--- src/rtl/uart_tx_port.sv ---
// uart_tx_port: CPU-bus 8N1 serial transmitter fed by a byte FIFO.
// Optional feature macro: UART_TX_PORT_IRQ_EN (irq enable in CTRL bit1,
// irq = enable && FIFO empty && serialiser idle, status bit4 = enable).
//
// state | meaning
// IDLE  | txd high, waiting for a byte in the FIFO
// START | start bit (txd low) for CLKS_PER_BIT cycles
// DATA  | 8 data bits, LSB first, CLKS_PER_BIT cycles each
// STOP  | stop bit (txd high); pops straight into START if more data
module uart_tx_port #(
  parameter int CLKS_PER_BIT = 217,
  parameter int FIFO_AW      = 4
) (
  input  logic       clk,
  input  logic       reset,
  input  logic       cs,
  input  logic       addr,
  input  logic       we,
  input  logic [7:0] data_in,
  output logic [7:0] data_out,
  output logic       txd,
  output logic       irq
);
  localparam int                 DEPTH      = 2 ** FIFO_AW;
  localparam logic [15:0]        BAUD_LAST  = 16'(CLKS_PER_BIT - 1);
  localparam logic [FIFO_AW:0]   COUNT_FULL = (FIFO_AW + 1)'(DEPTH);

  typedef enum logic [1:0] {IDLE, START, DATA, STOP} state_t;

  state_t               r_state, w_state_nxt;
  logic [7:0]           r_mem [DEPTH];
  logic [FIFO_AW-1:0]   r_wr_ptr, r_rd_ptr;
  logic [FIFO_AW:0]     r_count;
  logic                 r_overflow;
  logic [15:0]          r_baud, w_baud_nxt;
  logic [2:0]           r_bit_idx, w_bit_idx_nxt;
  logic [7:0]           r_shift, w_shift_nxt;
  logic                 r_txd, w_txd_nxt;
  logic [7:0]           r_data_out;
  logic [7:0]           w_status;
  logic                 w_full, w_empty, w_busy, w_baud_done;
  logic                 w_pop, w_push_req, w_push, w_ctrl_wr;
  logic                 w_irq_en;

  assign w_full      = (r_count == COUNT_FULL);
  assign w_empty     = (r_count == '0);
  assign w_busy      = (r_state != IDLE);
  assign w_baud_done = (r_baud == '0);
  assign w_push_req  = cs && we && !addr;
  assign w_ctrl_wr   = cs && we && addr;
  // A pop on the same edge frees a slot, so a push into a full FIFO still lands.
  assign w_push      = w_push_req && (!w_full || w_pop);

  // Serialiser next-state, baud/bit counters, shifter and FIFO pop request.
  always_comb begin
    w_state_nxt   = r_state;
    w_baud_nxt    = r_baud;
    w_bit_idx_nxt = r_bit_idx;
    w_shift_nxt   = r_shift;
    w_pop         = 1'b0;
    case (r_state)
      IDLE: begin
        if (!w_empty) begin
          w_pop       = 1'b1;
          w_shift_nxt = r_mem[r_rd_ptr];
          w_baud_nxt  = BAUD_LAST;
          w_state_nxt = START;
        end
      end
      START: begin
        if (w_baud_done) begin
          w_baud_nxt    = BAUD_LAST;
          w_bit_idx_nxt = '0;
          w_state_nxt   = DATA;
        end else begin
          w_baud_nxt = r_baud - 1'b1;
        end
      end
      DATA: begin
        if (w_baud_done) begin
          w_baud_nxt  = BAUD_LAST;
          w_shift_nxt = {1'b0, r_shift[7:1]};
          if (r_bit_idx == 3'd7) begin
            w_state_nxt = STOP;
          end else begin
            w_bit_idx_nxt = r_bit_idx + 1'b1;
          end
        end else begin
          w_baud_nxt = r_baud - 1'b1;
        end
      end
      STOP: begin
        if (w_baud_done) begin
          if (!w_empty) begin
            w_pop       = 1'b1;
            w_shift_nxt = r_mem[r_rd_ptr];
            w_baud_nxt  = BAUD_LAST;
            w_state_nxt = START;
          end else begin
            w_state_nxt = IDLE;
          end
        end else begin
          w_baud_nxt = r_baud - 1'b1;
        end
      end
    endcase
  end

  // txd is registered from the next state so it changes in step with the FSM.
  always_comb begin
    w_txd_nxt = 1'b1;
    case (w_state_nxt)
      START:   w_txd_nxt = 1'b0;
      DATA:    w_txd_nxt = w_shift_nxt[0];
      default: w_txd_nxt = 1'b1;
    endcase
  end

  // Serialiser state register.
  always_ff @(posedge clk or posedge reset) begin
    if (reset) begin
      r_state   <= IDLE;
      r_baud    <= '0;
      r_bit_idx <= '0;
      r_shift   <= '0;
      r_txd     <= 1'b1;
    end else begin
      r_state   <= w_state_nxt;
      r_baud    <= w_baud_nxt;
      r_bit_idx <= w_bit_idx_nxt;
      r_shift   <= w_shift_nxt;
      r_txd     <= w_txd_nxt;
    end
  end

  // FIFO pointers, occupancy and sticky overflow.
  always_ff @(posedge clk or posedge reset) begin
    if (reset) begin
      r_wr_ptr   <= '0;
      r_rd_ptr   <= '0;
      r_count    <= '0;
      r_overflow <= 1'b0;
    end else begin
      if (w_push) r_wr_ptr <= r_wr_ptr + 1'b1;
      if (w_pop)  r_rd_ptr <= r_rd_ptr + 1'b1;
      case ({w_push, w_pop})
        2'b10:   r_count <= r_count + 1'b1;
        2'b01:   r_count <= r_count - 1'b1;
        default: r_count <= r_count;
      endcase
      if (w_push_req && !w_push)         r_overflow <= 1'b1;
      else if (w_ctrl_wr && data_in[0])  r_overflow <= 1'b0;
    end
  end

  // FIFO storage; contents are meaningless once the pointers are reset.
  always_ff @(posedge clk) begin
    if (w_push) r_mem[r_wr_ptr] <= data_in;
  end

`ifdef UART_TX_PORT_IRQ_EN
  logic r_irq_en, r_irq, w_irq_en_nxt;
  assign w_irq_en_nxt = w_ctrl_wr ? data_in[1] : r_irq_en;

  // Enable takes effect on the write edge; irq is a registered idle/empty flag.
  always_ff @(posedge clk or posedge reset) begin
    if (reset) begin
      r_irq_en <= 1'b0;
      r_irq    <= 1'b0;
    end else begin
      r_irq_en <= w_irq_en_nxt;
      r_irq    <= w_irq_en_nxt && w_empty && !w_busy;
    end
  end

  assign w_irq_en = r_irq_en;
  assign irq      = r_irq;
`else
  assign w_irq_en = 1'b0;
  assign irq      = 1'b0;
`endif

  assign w_status = {3'b000, w_irq_en, r_overflow, w_empty, w_full, w_busy};

  // Read data is refreshed every cycle from addr, independent of cs.
  always_ff @(posedge clk or posedge reset) begin
    if (reset) r_data_out <= '0;
    else       r_data_out <= addr ? 8'(r_count) : w_status;
  end

  assign data_out = r_data_out;
  assign txd      = r_txd;
endmodule

--- config.mk ---
export PLATFORM = sky130hd
export DESIGN_NAME = uart_tx_port
export DESIGN_NICKNAME = d
export VERILOG_FILES = /design/src/rtl/uart_tx_port.sv
export SDC_FILE = /design/constraint.sdc
export NUM_CORES = 1
export LEC_CHECK = 0
export ABC_CLOCK_PERIOD_IN_PS = 3100
export BUFFER_PORTS_ARGS = -buffer_cell sky130_fd_sc_hd__buf_4
export CELL_PAD_IN_SITES_DETAIL_PLACEMENT = 1
export CELL_PAD_IN_SITES_GLOBAL_PLACEMENT = 1
export CORE_ASPECT_RATIO = 1.5
export CORE_MARGIN = 3
export CORE_UTILIZATION = 47
export CTS_CLUSTER_SIZE = 40
export DETAILED_ROUTE_END_ITERATION = 6
export GPL_TIMING_DRIVEN = 1
export PLACE_DENSITY_LB_ADDON = 0.1
export SLEW_MARGIN = 30
export SYNTH_ARGS = -nofsm -noshare
export SYNTH_HDL_FRONTEND = slang
export SYNTH_SLANG_ARGS = --single-unit
--- constraint.sdc ---
create_clock -name clk -period 3.1 [get_ports clk]
set_input_delay 0.93 -clock clk [delete_from_list [all_inputs] [get_ports clk]]
set_output_delay 0.93 -clock clk [all_outputs]
set_load 0.005 [all_outputs]
==> results of run 1 <==
worst register-to-register path, delay by kind of cell (launching register included):
family / cells / cell delay [ns]
AO/OA/AOI/OAI: 2 / 0.55
buffers and inverters: 3 / 0.61
flip-flops: 1 / 0.43
AND/OR/NAND/NOR: 4 / 1.10
cell families (layout without fill, tap and decap cells):
kind of cell	count (synthesis)	in the layout
compound gates	101	101
xor+xnor	12	12
fa+ha+maj	16	16
buf+inv	42	105
flops	177	177
mux	48	48
other cells	1	4
simple gates	141	141
Yosys cell counts (2+ instances only):
| cell | count |
|---|---|
| a41oi_1 | 2 |
| xor2_1 | 3 |
| o32ai_1 | 2 |
| or4_1 | 2 |
| nor3_2 | 2 |
| o31ai_1 | 2 |
| a21o_1 | 4 |
| a22oi_1 | 8 |
| o31a_1 | 2 |
| nor2b_1 | 2 |
| buf_6 | 2 |
| nand2b_1 | 6 |
| buf_2 | 3 |
| a21oi_1 | 12 |
| mux2_2 | 2 |
| inv_1 | 13 |
| mux2_4 | 2 |
| nor3_1 | 19 |
| nor4_1 | 3 |
| o21a_1 | 2 |
| a221oi_1 | 2 |
| nand2_1 | 49 |
| o211ai_1 | 4 |
| buf_1 | 3 |
| o221ai_1 | 4 |
| nor2_1 | 33 |
| ha_1 | 15 |
| or3_1 | 2 |
| edfxtp_1 | 128 |
| and2_1 | 4 |
| mux4_2 | 29 |
| clkbuf_1 | 14 |
| xnor2_1 | 8 |
| nand2_4 | 4 |
| dfrtp_1 | 48 |
| a22o_1 | 4 |
| o21ai_0 | 35 |
| nand3_1 | 9 |
| buf_4 | 4 |
| o22a_1 | 3 |
| mux2i_1 | 15 |
stage by stage:
stage | utilization | std cells | setup slack [ns] | cell area (µm²) | hold slack [ns]
finish | 0.558 | 810 | 0.138 | 9070 | 0.500
global route | 0.558 | 810 | 0.00372 | 9070 | 0.524
CTS | 0.557 | 810 | 0.0796 | 9050 | 0.504
detailed placement | 0.521 | 778 | 0.109 | 8480 | 0.468
global placement | 0.521 | 778 | 0.160 | 8480 | 0.470
floorplan | - | 541 | 0.0569 | 7880 | 0.446
worst max-delay path by stage:
stage          startpoint  cells past startpoint  slack, ns            to
6_report        r_baud[8]                      9       0.14  r_mem[15][6]
2_1_floorplan   r_baud[6]                     11       0.06    r_count[3]
3_5_place_dp    r_baud[8]                      9       0.11  r_mem[15][1]
4_1_cts         r_baud[8]                      9       0.08  r_mem[15][6]
3_3_place_gp    r_baud[6]                      9       0.16   r_mem[7][3]
5_1_grt        r_count[0]                     11      0.004    r_count[4]
registers in the layout (all words and copies together) (netlist names):
| name | cells |
|---|---|
| data_out | 5 |
| r_baud | 16 |
| r_bit_idx | 3 |
| r_count | 5 |
| r_mem | 128 |
| r_overflow | 1 |
| r_rd_ptr | 4 |
| r_shift | 8 |
| r_state | 2 |
| r_wr_ptr | 4 |
| txd | 1 |
power groups by stage:
stage | logic (mW) | registers (mW) | clock network (mW)
4_1_cts | 0.490 | 2.79 | 2.14
5_1_grt | 0.537 | 2.81 | 2.24
2_1_floorplan | 0.367 | 2.77 | 0
3_3_place_gp | 0.471 | 2.84 | 0
6_report | 0.480 | 2.80 | 2.09
3_5_place_dp | 0.489 | 2.84 | 0
routing by layer:
layer | GRT usage | part of all wire
met5 | 0 | 0
met4 | 0.0891 | 0.026
met3 | 0.0335 | 0.022
met2 | 0.414 | 0.57
met1 | 0.239 | 0.38
cell usage in the layout, fill, tap and decap left out, drive strengths merged, types with 6 or more instances in the layout:
cell type / instances
edfxtp: 128
buf: 58
nand2: 54
dfrtp: 48
o21ai: 36
nor2: 34
mux4: 29
nor3: 21
inv: 19
clkbuf: 17
mux2i: 15
ha: 15
a21oi: 12
nand3: 9
xnor2: 9
clkinv: 9
a22oi: 8
nand2b: 6
area by class of cell:
type                       count  share of cell area
timing repair buffer          58              0.0522
clock inverter                15              0.0166
clock buffer                  17              0.0469
sequential                   177               0.559
multi-input combinational    322               0.290
tap                          206              0.0284
inverter                      15             0.00635
==> key figures, run 1 <==
Synth
  – Number of library cell types mapped by synthesis: 69
  – Post-synth top area cell: edfxtp_1
  – Multiplexer share of the synthesized area: 0.109
  – Gate Count Post-Synth: 538
  – Synth warnings: 0
  – Share of synthesized registers carrying an async set or reset: 0.277
  – Area share of fa/ha/maj cells after synthesis: 0.0265
  – Post-Synthesis Cell Area: 7850 µm²
  – Most used flip-flop cell after synthesis: edfxtp_1
  – Number of synthesized register bits: 177
  – Post-Synth XOR/XNOR Area: 0.0143
  – EDFF count, synth: 128
  – Combinational family with the most area after synthesis: multiplexers
  – Sequential element share of the synthesized area: 0.646
  – Avg Cell Area, Syn: 14.6 µm²
  – Synthesized-area fraction occupied by ao, oa, aoi and oai cells: 0.0899
  – Leading post-synthesis cells by cell area: edfxtp_1, dfrtp_1, mux4_2
  – Area fraction in and, or, nand and nor cells after synthesis: 0.0892
  – Fraction of synthesized cell area taken by the top area cell type: 0.490

Global routing
  – Total routing usage reported by global routing: 0.217
  – Maximum number of pins on one net before global-route repair: 40
  – First-pass GRT wire length: 29800 µm
  – GRT Residual Overflow: 0
  – Via count of the first global-routing pass: 5253
  – Antenna violations before repair: 0

Pwr
  – Switching part of the total: 0.253
  – Clock network power share: 0.390
  – Internal power consumption: 4.01 mW
  – Total chip power: 5.37 mW
  – Combinational share of power: 0.089
  – Largest voltage drop on the vdd net: 410 µV
  – Relative contribution of sequential cells to total power: 0.521
  – Net switching power figure: 1.36 mW
  – Standby leakage power: 3.45 nW
  – Pwr/cell area: 592 nW/µm²

Routing
  – Routed wire length per instance: 23.0 µm
  – Number of detailed-route iterations in the first pass: 4
  – Antenna-violating nets left: 0
  – Routed WL: 18600 µm
  – DRC errors left: 0
  – Routed vias/inst: 5.82
  – Number of design-rule violations left by the first detailed-router iteration: 294
  – Number of vias after detailed routing: 4717

Worst setup path
  – Slowest library cell on the worst path: or4_4
  – Beginning of the worst register-to-register path: r_baud[8]
  – Number of buffers and inverters on the critical path: 3
  – CP Launch Type: flip-flop
  – Worst Reg2Reg Path Length in Cells: 9
  – WS Path Type: reg -> reg
  – CP cell instances: or4_4 -> or3_4 -> o32ai_4 -> buf_4 -> o21a_1 -> buf_12 -> nand2_4 -> nor2_1 -> buf_4
  – Endpoint of the worst register-to-register path: r_mem[15][6]
  – Sort of element at the end of the critical path: flip-flop
  – Cell family with the largest share of critical-path delay: simple AND/OR/NAND/NOR gates
  – CP peak stage delay: 0.52 ns
  – Required time worst endpoint: 3.23 ns
  – Critical-path maximum fanout: 8
  – Register-to-register setup slack: 0.14 ns
  – Worst endpoint data arrival time: 3.09 ns
  – Most frequent CP cell: buf_4

Hold path
  – Startpoint of the worst hold path: r_shift[0]
  – Hold EP: r_shift[0]
  – Worst hold path cell count: 2
  – Tightest Hold Check Type: reg -> reg

Clock network
  – Setup Buffers After CTS: 0
  – Clock edge transition at the registers on the reported setup and hold paths: 0.07 ns
  – Cts hold-fix bufs: 0
  – TritonCTS clock tree: built
  – Max Buffers Root-to-Sink: 2
  – CTS Sinks: 177
  – Number of buffers added by the clock tree synthesis step: 17
  – CTS Root Buffer Type: clkbuf_16
  – Number of gates resized after CTS: 0
  – H-tree level count: 4
  – Source-to-sink clock delay at the later pin of the worst-skew pair: 0.43 ns

Run
  – Max_cap viols: 0

Floorplanning
  – Count of pins on the block boundary: 23
  – Initial cell density of the core: 0.483
  – Area of the die: 18300 µm²
  – Std cell rows: 57
  – Core area: 16300 µm²
  – Vertical die dimension: 164 µm
  – Width of the die: 112 µm

Placement
  – Global placer's final weighted congestion: 0.830
  – DPL Wire Length: 13300 µm
  – IO Port Bufs: 18

Final layout
  – Layout cells sized above 1: 0.245
  – N_diodes: 0
  – Area growth syn-to-layout: 15.5%
  – Area used by sequential logic in the layout: 5070 µm²
  – Fillers: 1594
  – Number of nets at the end of the flow: 620
  – Area taken by multi-input logic gates: 2630 µm²

Timing
  – Final critical path time including I/O delays and setup: 2.96 ns
  – Max-slew violations: 0
  – Headroom to the max-slew limit: 0.411
  – Setup repair after global routing missed its margin: false
  – Maximum clock frequency: 338 MHz
  – Post-Route Setup TNS: 0 ns
  – Actual transition at the worst max-transition pin: 0.876 ns
  – Final hold violations: 0
  – Clock Skews: 0.00914 ns
  – Post-route fraction of the period consumed by the critical path: 0.956
  – Setup-failing EPs final: 0

Run status
  – Status: complete, no violations
Note: power is estimated with default switching activity, not from simulation.
==> run 2, diff against run 1 <==
Settings changed: ABC_AREA set to 1, CELL_PAD_IN_SITES_DETAIL_PLACEMENT 1 to unset, CELL_PAD_IN_SITES_GLOBAL_PLACEMENT 1 to unset, CORE_UTILIZATION 47 to 56, PLACE_DENSITY set to 0.76, PLACE_DENSITY_LB_ADDON 0.1 to unset.
==> key figures, run 2 <==
Run status
  – Status: complete, no violations

Synth
  – Fraction of synthesized cell area taken by the top area cell type: 0.475
  – Post-Synthesis Cell Area: 8090 µm²
  – Leading post-synthesis cells by cell area: edfxtp_1, dfrtp_1, nand2_1
  – Gate Count Post-Synth: 783
  – EDFF count, synth: 128
  – Dominant cell by count in the synthesized netlist: nand2_1
  – Most used flip-flop cell after synthesis: edfxtp_1
  – Number of library cell types mapped by synthesis: 44
  – Synth warnings: 0
  – Post-synth top area cell: edfxtp_1
  – Sequential element share of the synthesized area: 0.627
  – Share of synthesized registers carrying an async set or reset: 0.277
  – Commonest cells in the netlist: nand2_1, edfxtp_1, nor2_1, o21ai_0
  – Number of synthesized register bits: 177
  – Avg Cell Area, Syn: 10.3 µm²

Global routing
  – GRT Residual Overflow: 0
  – Maximum number of pins on one net before global-route repair: 69
  – Total routing usage reported by global routing: 0.230
  – Via count of the first global-routing pass: 5881
  – First-pass GRT wire length: 28900 µm
  – Antenna violations before repair: 0

Clock network
  – Max Buffers Root-to-Sink: 2
  – Clock edge transition at the registers on the reported setup and hold paths: 0.07 ns
  – CTS Root Buffer Type: clkbuf_16
  – Source-to-sink clock delay at the later pin of the worst-skew pair: 0.44 ns
  – Cts hold-fix bufs: 0
  – Setup Buffers After CTS: 0
  – TritonCTS clock tree: built
  – CTS Sinks: 177
  – Number of buffers added by the clock tree synthesis step: 17
  – H-tree level count: 4
  – Number of gates resized after CTS: 0

Worst setup path
  – Most frequent CP cell: inv_1
  – Critical-path maximum fanout: 9
  – Worst endpoint data arrival time: 3.06 ns
  – Required time worst endpoint: 3.43 ns
  – Sort of element at the end of the critical path: flip-flop
  – CP cell instances: inv_1 -> ha_1 -> nand2_2 -> nor2_4 -> nand4_2 -> nand2_4 -> nand3_2 -> inv_1 -> ha_1 -> a21o_1 -> a31oi_1 -> inv_1 -> nand2_1 -> nand3_1 -> nand2_1 -> inv_1
  – CP Launch Type: flip-flop
  – WS Path Type: reg -> reg
  – Slowest library cell on the worst path: dfrtp_1
  – CP peak stage delay: 0.42 ns

Timing
  – Hold WS: 0.491 ns
  – Worst-case setup margin in the final layout: 0.373 ns
  – Clock Skews: 0.0110 ns
  – Post-Route Setup TNS: 0 ns
  – Final hold violations: 0
  – Setup repair after global routing missed its margin: false
  – Headroom to the max-slew limit: 0.552
  – Post-route fraction of the period consumed by the critical path: 0.880
  – Max-slew violations: 0
  – Final critical path time including I/O delays and setup: 2.73 ns
  – Actual transition at the worst max-transition pin: 0.672 ns
  – Maximum clock frequency: 367 MHz
  – Setup-failing EPs final: 0

Pwr
  – Standby leakage power: 3.58 nW
  – Pwr/cell area: 582 nW/µm²
  – Total chip power: 5.32 mW
  – Largest voltage drop on the vdd net: 375 µV

Floorplanning
  – Count of pins on the block boundary: 23
  – Vertical die dimension: 153 µm
  – Area of the die: 16000 µm²
  – Core area: 14100 µm²
  – Width of the die: 104 µm
  – Initial cell density of the core: 0.575
  – Std cell rows: 53

Routing
  – Routed wire length per instance: 17.1 µm
  – Routed vias/inst: 5.59
  – Routed WL: 17500 µm
  – Number of detailed-route iterations in the first pass: 5
  – Antenna-violating nets left: 0
  – DRC errors left: 0
  – Number of vias after detailed routing: 5715
  – Number of design-rule violations left by the first detailed-router iteration: 359

Run
  – Max_cap viols: 0

Final layout
  – Layout cells sized above 1: 0.129
  – Number of nets at the end of the flow: 846
  – Area growth syn-to-layout: 13.1%
  – Leading cell types in the layout, fill and taps excluded: nand2_1, edfxtp_1, nor2_1, o21ai_0, nand3_1
  – Fillers: 1080
  – Registers with the most flip-flops: r_mem (128), r_baud (16), r_shift (8)
  – Post-layout utilization of the core: 0.651
  – Top reg by flops: r_mem
  – Most frequent standard cell in the layout excluding fill and tap cells: nand2_1
  – N_diodes: 0
  – Number of cells in the finished layout apart from fillers: 1022
  – Final design area excluding fillers: 9150 µm²
  – Largest register FFs: 128

Placement
  – Global placer's final weighted congestion: 0.858
  – Placed cell area: 8540 µm²
  – DPL Wire Length: 12000 µm
  – Pre-CTS setup slack: 0.244 ns
  – Cell Count Post-Placement: 990
  – IO Port Bufs: 18

Hold path
  – Tightest Hold Check Type: in -> async
run 2: power breakdown:
part	internal [mW]	switching (mW)	leakage [nW]
clock network	1.10	1.05	0.293
logic	0.159	0.274	1.53
registers	2.66	0.0838	1.76
total	3.92	1.40	3.58
run 2: worst max-delay path, delay by kind of cell (launching register included):
family	cells	cell delay [ns]
compound gates	2	0.37
simple gates	8	0.96
fa+ha+maj	2	0.53
buf+inv	4	0.34
flops	1	0.42
run 2: logic make-up after synthesis:
family,after synthesis,share of synthesized area
and+or+nand+nor,345,0.186
DFF,177,0.627
AOI/OAI and AO/OA,138,0.0985
buffers and inverters,90,0.0456
xor gates and xnor gates,16,0.0173
adders and majority gates,16,0.0257
other,1,0.000464
run 2: worst paths after layout:
kind	startpoint	end	slack (ns)	cells after the start
max in group asynchronous	reset	txd	1.93	3
max	r_baud[0]	r_count[4]	0.37	16
min in group clk	r_shift[0]	r_shift[0]	0.50	2
min	reset	r_count[3]	0.49	2
min reg2reg	r_shift[0]	r_shift[0]	0.50	2
max reg2reg	r_baud[0]	r_count[4]	0.37	16
run 2: layout make-up:
class / instances / area [µm²] / share of cell area
flip-flops and latches: 177 / 5070 / 0.555
repair buffers: 43 / 335 / 0.0367
inverters: 59 / 226 / 0.0248
clock buffers: 17 / 425 / 0.0465
clock inverters: 15 / 185 / 0.0202
multi-input cells: 519 / 2660 / 0.291
well taps: 192 / 240 / 0.0263
run 2: layer usage:
metal	track usage	vias up	wire, µm
li1	-	2741	-
met1	0.247	2757	6470
met2	0.432	173	9650
met3	0.0401	44	712
met4	0.108	0	631
met5	0	-	0
==> run 3, diff against run 2 <==
==> constraint.sdc (replaced) <==
create_clock -name clk -period 3.1 [get_ports clk]
set_input_delay 0.31 -clock clk [delete_from_list [all_inputs] [get_ports clk]]
set_output_delay 0.31 -clock clk [all_outputs]
set_load 0.005 [all_outputs]
==> key figures, run 3 (synthesis results as in run 2) <==
Placement
  – IO Port Bufs: 18
  – DPL Wire Length: 11900 µm
  – Global placer's final weighted congestion: 0.866
  – Pre-CTS setup slack: 0.430 ns
  – Cell Count Post-Placement: 986

Clock network
  – TritonCTS clock tree: built
  – Clock edge transition at the registers on the reported setup and hold paths: 0.07 ns
  – H-tree level count: 4
  – Number of gates resized after CTS: 0
  – Number of buffers added by the clock tree synthesis step: 17
  – CTS Sinks: 177
  – CTS Root Buffer Type: clkbuf_16
  – Source-to-sink clock delay at the later pin of the worst-skew pair: 0.42 ns
  – Setup Buffers After CTS: 0
  – Max Buffers Root-to-Sink: 2

Floorplanning
  – Count of pins on the block boundary: 23
  – Area of the die: 16000 µm²
  – Vertical die dimension: 153 µm
  – Width of the die: 104 µm
  – Initial cell density of the core: 0.575
  – Std cell rows: 53
  – Core area: 14100 µm²

Pwr
  – Internal power consumption: 4.04 mW
  – Net switching power figure: 1.30 mW
  – Relative contribution of sequential cells to total power: 0.514
  – Switching part of the total: 0.244
  – Largest voltage drop on the vdd net: 609 µV
  – Clock network power share: 0.402
  – Standby leakage power: 3.57 nW
  – Pwr/cell area: 586 nW/µm²
  – Combinational share of power: 0.085

Global routing
  – Total routing usage reported by global routing: 0.228
  – Via count of the first global-routing pass: 5797
  – Maximum number of pins on one net before global-route repair: 69
  – First-pass GRT wire length: 28400 µm
  – Antenna violations before repair: 0
  – GRT Residual Overflow: 0

Worst setup path
  – WS Path Type: reg -> reg
  – CP Launch Type: flip-flop
  – Critical-path maximum fanout: 9
  – Most frequent CP cell: nand2_1
  – CP cell instances: inv_1 -> ha_1 -> nand2_2 -> nor2_4 -> nand4_2 -> nand2_4 -> nand3_2 -> inv_1 -> ha_1 -> a21o_1 -> a31oi_1 -> nand2_1 -> nand2_1 -> nand2_1 -> nand2_1 -> inv_1
  – Sort of element at the end of the critical path: flip-flop
  – Worst endpoint data arrival time: 3.02 ns
  – CP peak stage delay: 0.42 ns
  – Slowest library cell on the worst path: dfrtp_1
  – Cell family with the largest share of critical-path delay: simple AND/OR/NAND/NOR gates
  – Number of buffers and inverters on the critical path: 3
  – Required time worst endpoint: 3.42 ns

Final layout
  – N_diodes: 0
  – Registers with the most flip-flops: r_mem (128), r_baud (16), r_shift (8)
  – Number of nets at the end of the flow: 843
  – Number of cells in the finished layout apart from fillers: 1019
  – Most frequent standard cell in the layout excluding fill and tap cells: nand2_1
  – Leading cell types in the layout, fill and taps excluded: nand2_1, edfxtp_1, nor2_1, o21ai_0, nand3_1
  – Largest register FFs: 128
  – Post-layout utilization of the core: 0.649
  – Area growth syn-to-layout: 12.7%
  – Top reg by flops: r_mem
  – Layout cells sized above 1: 0.122

Routing
  – Routed wire length per instance: 17.5 µm
  – Number of detailed-route iterations in the first pass: 5
  – Number of vias after detailed routing: 5724
  – Antenna-violating nets left: 0
  – Routed vias/inst: 5.62
  – Number of design-rule violations left by the first detailed-router iteration: 423
  – Routed WL: 17900 µm
  – DRC errors left: 0

Timing
  – Hold WS: 0.145 ns
  – Final critical path time including I/O delays and setup: 2.70 ns
  – Setup repair after global routing missed its margin: false
  – Post-Route Setup TNS: 0 ns
  – Setup-failing EPs final: 0
  – Final hold violations: 0
  – Worst-case setup margin in the final layout: 0.400 ns
  – Clock Skews: 0.0129 ns
  – Headroom to the max-slew limit: 0.528
  – Max-slew violations: 0
  – Actual transition at the worst max-transition pin: 0.707 ns
  – Maximum clock frequency: 370 MHz
  – Post-route fraction of the period consumed by the critical path: 0.871

Run
  – Max_cap viols: 0

Hold path
  – Tightest Hold Check Type: in -> reg

Run status
  – Status: complete, no violations
## run 3: power groups by stage
stage | Sequential, mW | Clock (mW) | Combinational, mW
floorplan | 2.77 | 0 | 0.287
global placement | 2.78 | 0 | 0.411
detailed placement | 2.79 | 0 | 0.445
CTS | 2.74 | 2.17 | 0.450
global route | 2.75 | 2.30 | 0.511
finish | 2.74 | 2.15 | 0.452
## run 3: timing repair
| item | 4_1_cts | 5_1_grt |
|---|---|---|
| setup endpoints to repair | 0 | 0 |
| hold buffers | 1 | 0 |
| hold endpoints to repair | 4 | 0 |
## run 3: final cells by class
| class | count | area (µm²) |
|---|---|---|
| fill | 1066 | 4940 |
| clock inverter | 15 | 175 |
| multi-input combinational | 519 | 2660 |
| timing repair buffer | 40 | 315 |
| inverter | 59 | 229 |
| tap | 192 | 240 |
| clock buffer | 17 | 425 |
| sequential | 177 | 5070 |
## run 3: final timing paths
check                            from           to  slack, ns  depth (start not counted)
hold / removal                   addr  data_out[0]       0.15                          2
min in group asynchronous       reset  r_wr_ptr[1]       0.53                          3
setup reg to reg            r_baud[0]   r_count[4]       0.40                         16
hold reg to reg            r_shift[0]   r_shift[0]       0.48                          2
setup / recovery            r_baud[0]   r_count[4]       0.40                         16
max in group asynchronous       reset  r_rd_ptr[0]       2.13                          3
## run 3: metal layers
layer,vias to the layer above,GRT usage,wire (µm)
met5,-,0,0
met4,0,0.104,474
met3,43,0.0397,633
met2,166,0.445,10100
met1,2780,0.231,6640
li1,2735,-,-
## run 3: worst reg2reg max path, delay by kind of cell, from the launching register on
kind	cells	cell delay, ns
adders and majority gates	2	0.52
DFF	1	0.42
AOI/OAI and AO/OA	2	0.37
buffers and inverters	3	0.30
and+or+nand+nor	9	1.00
## run 3: per-stage QoR
step	power (mW)	cell area, µm²
finish	5.34	9120
CTS	5.36	9120
global placement	3.19	8510
global route	5.56	9120
detailed placement	3.23	8510
floorplan	3.06	8100
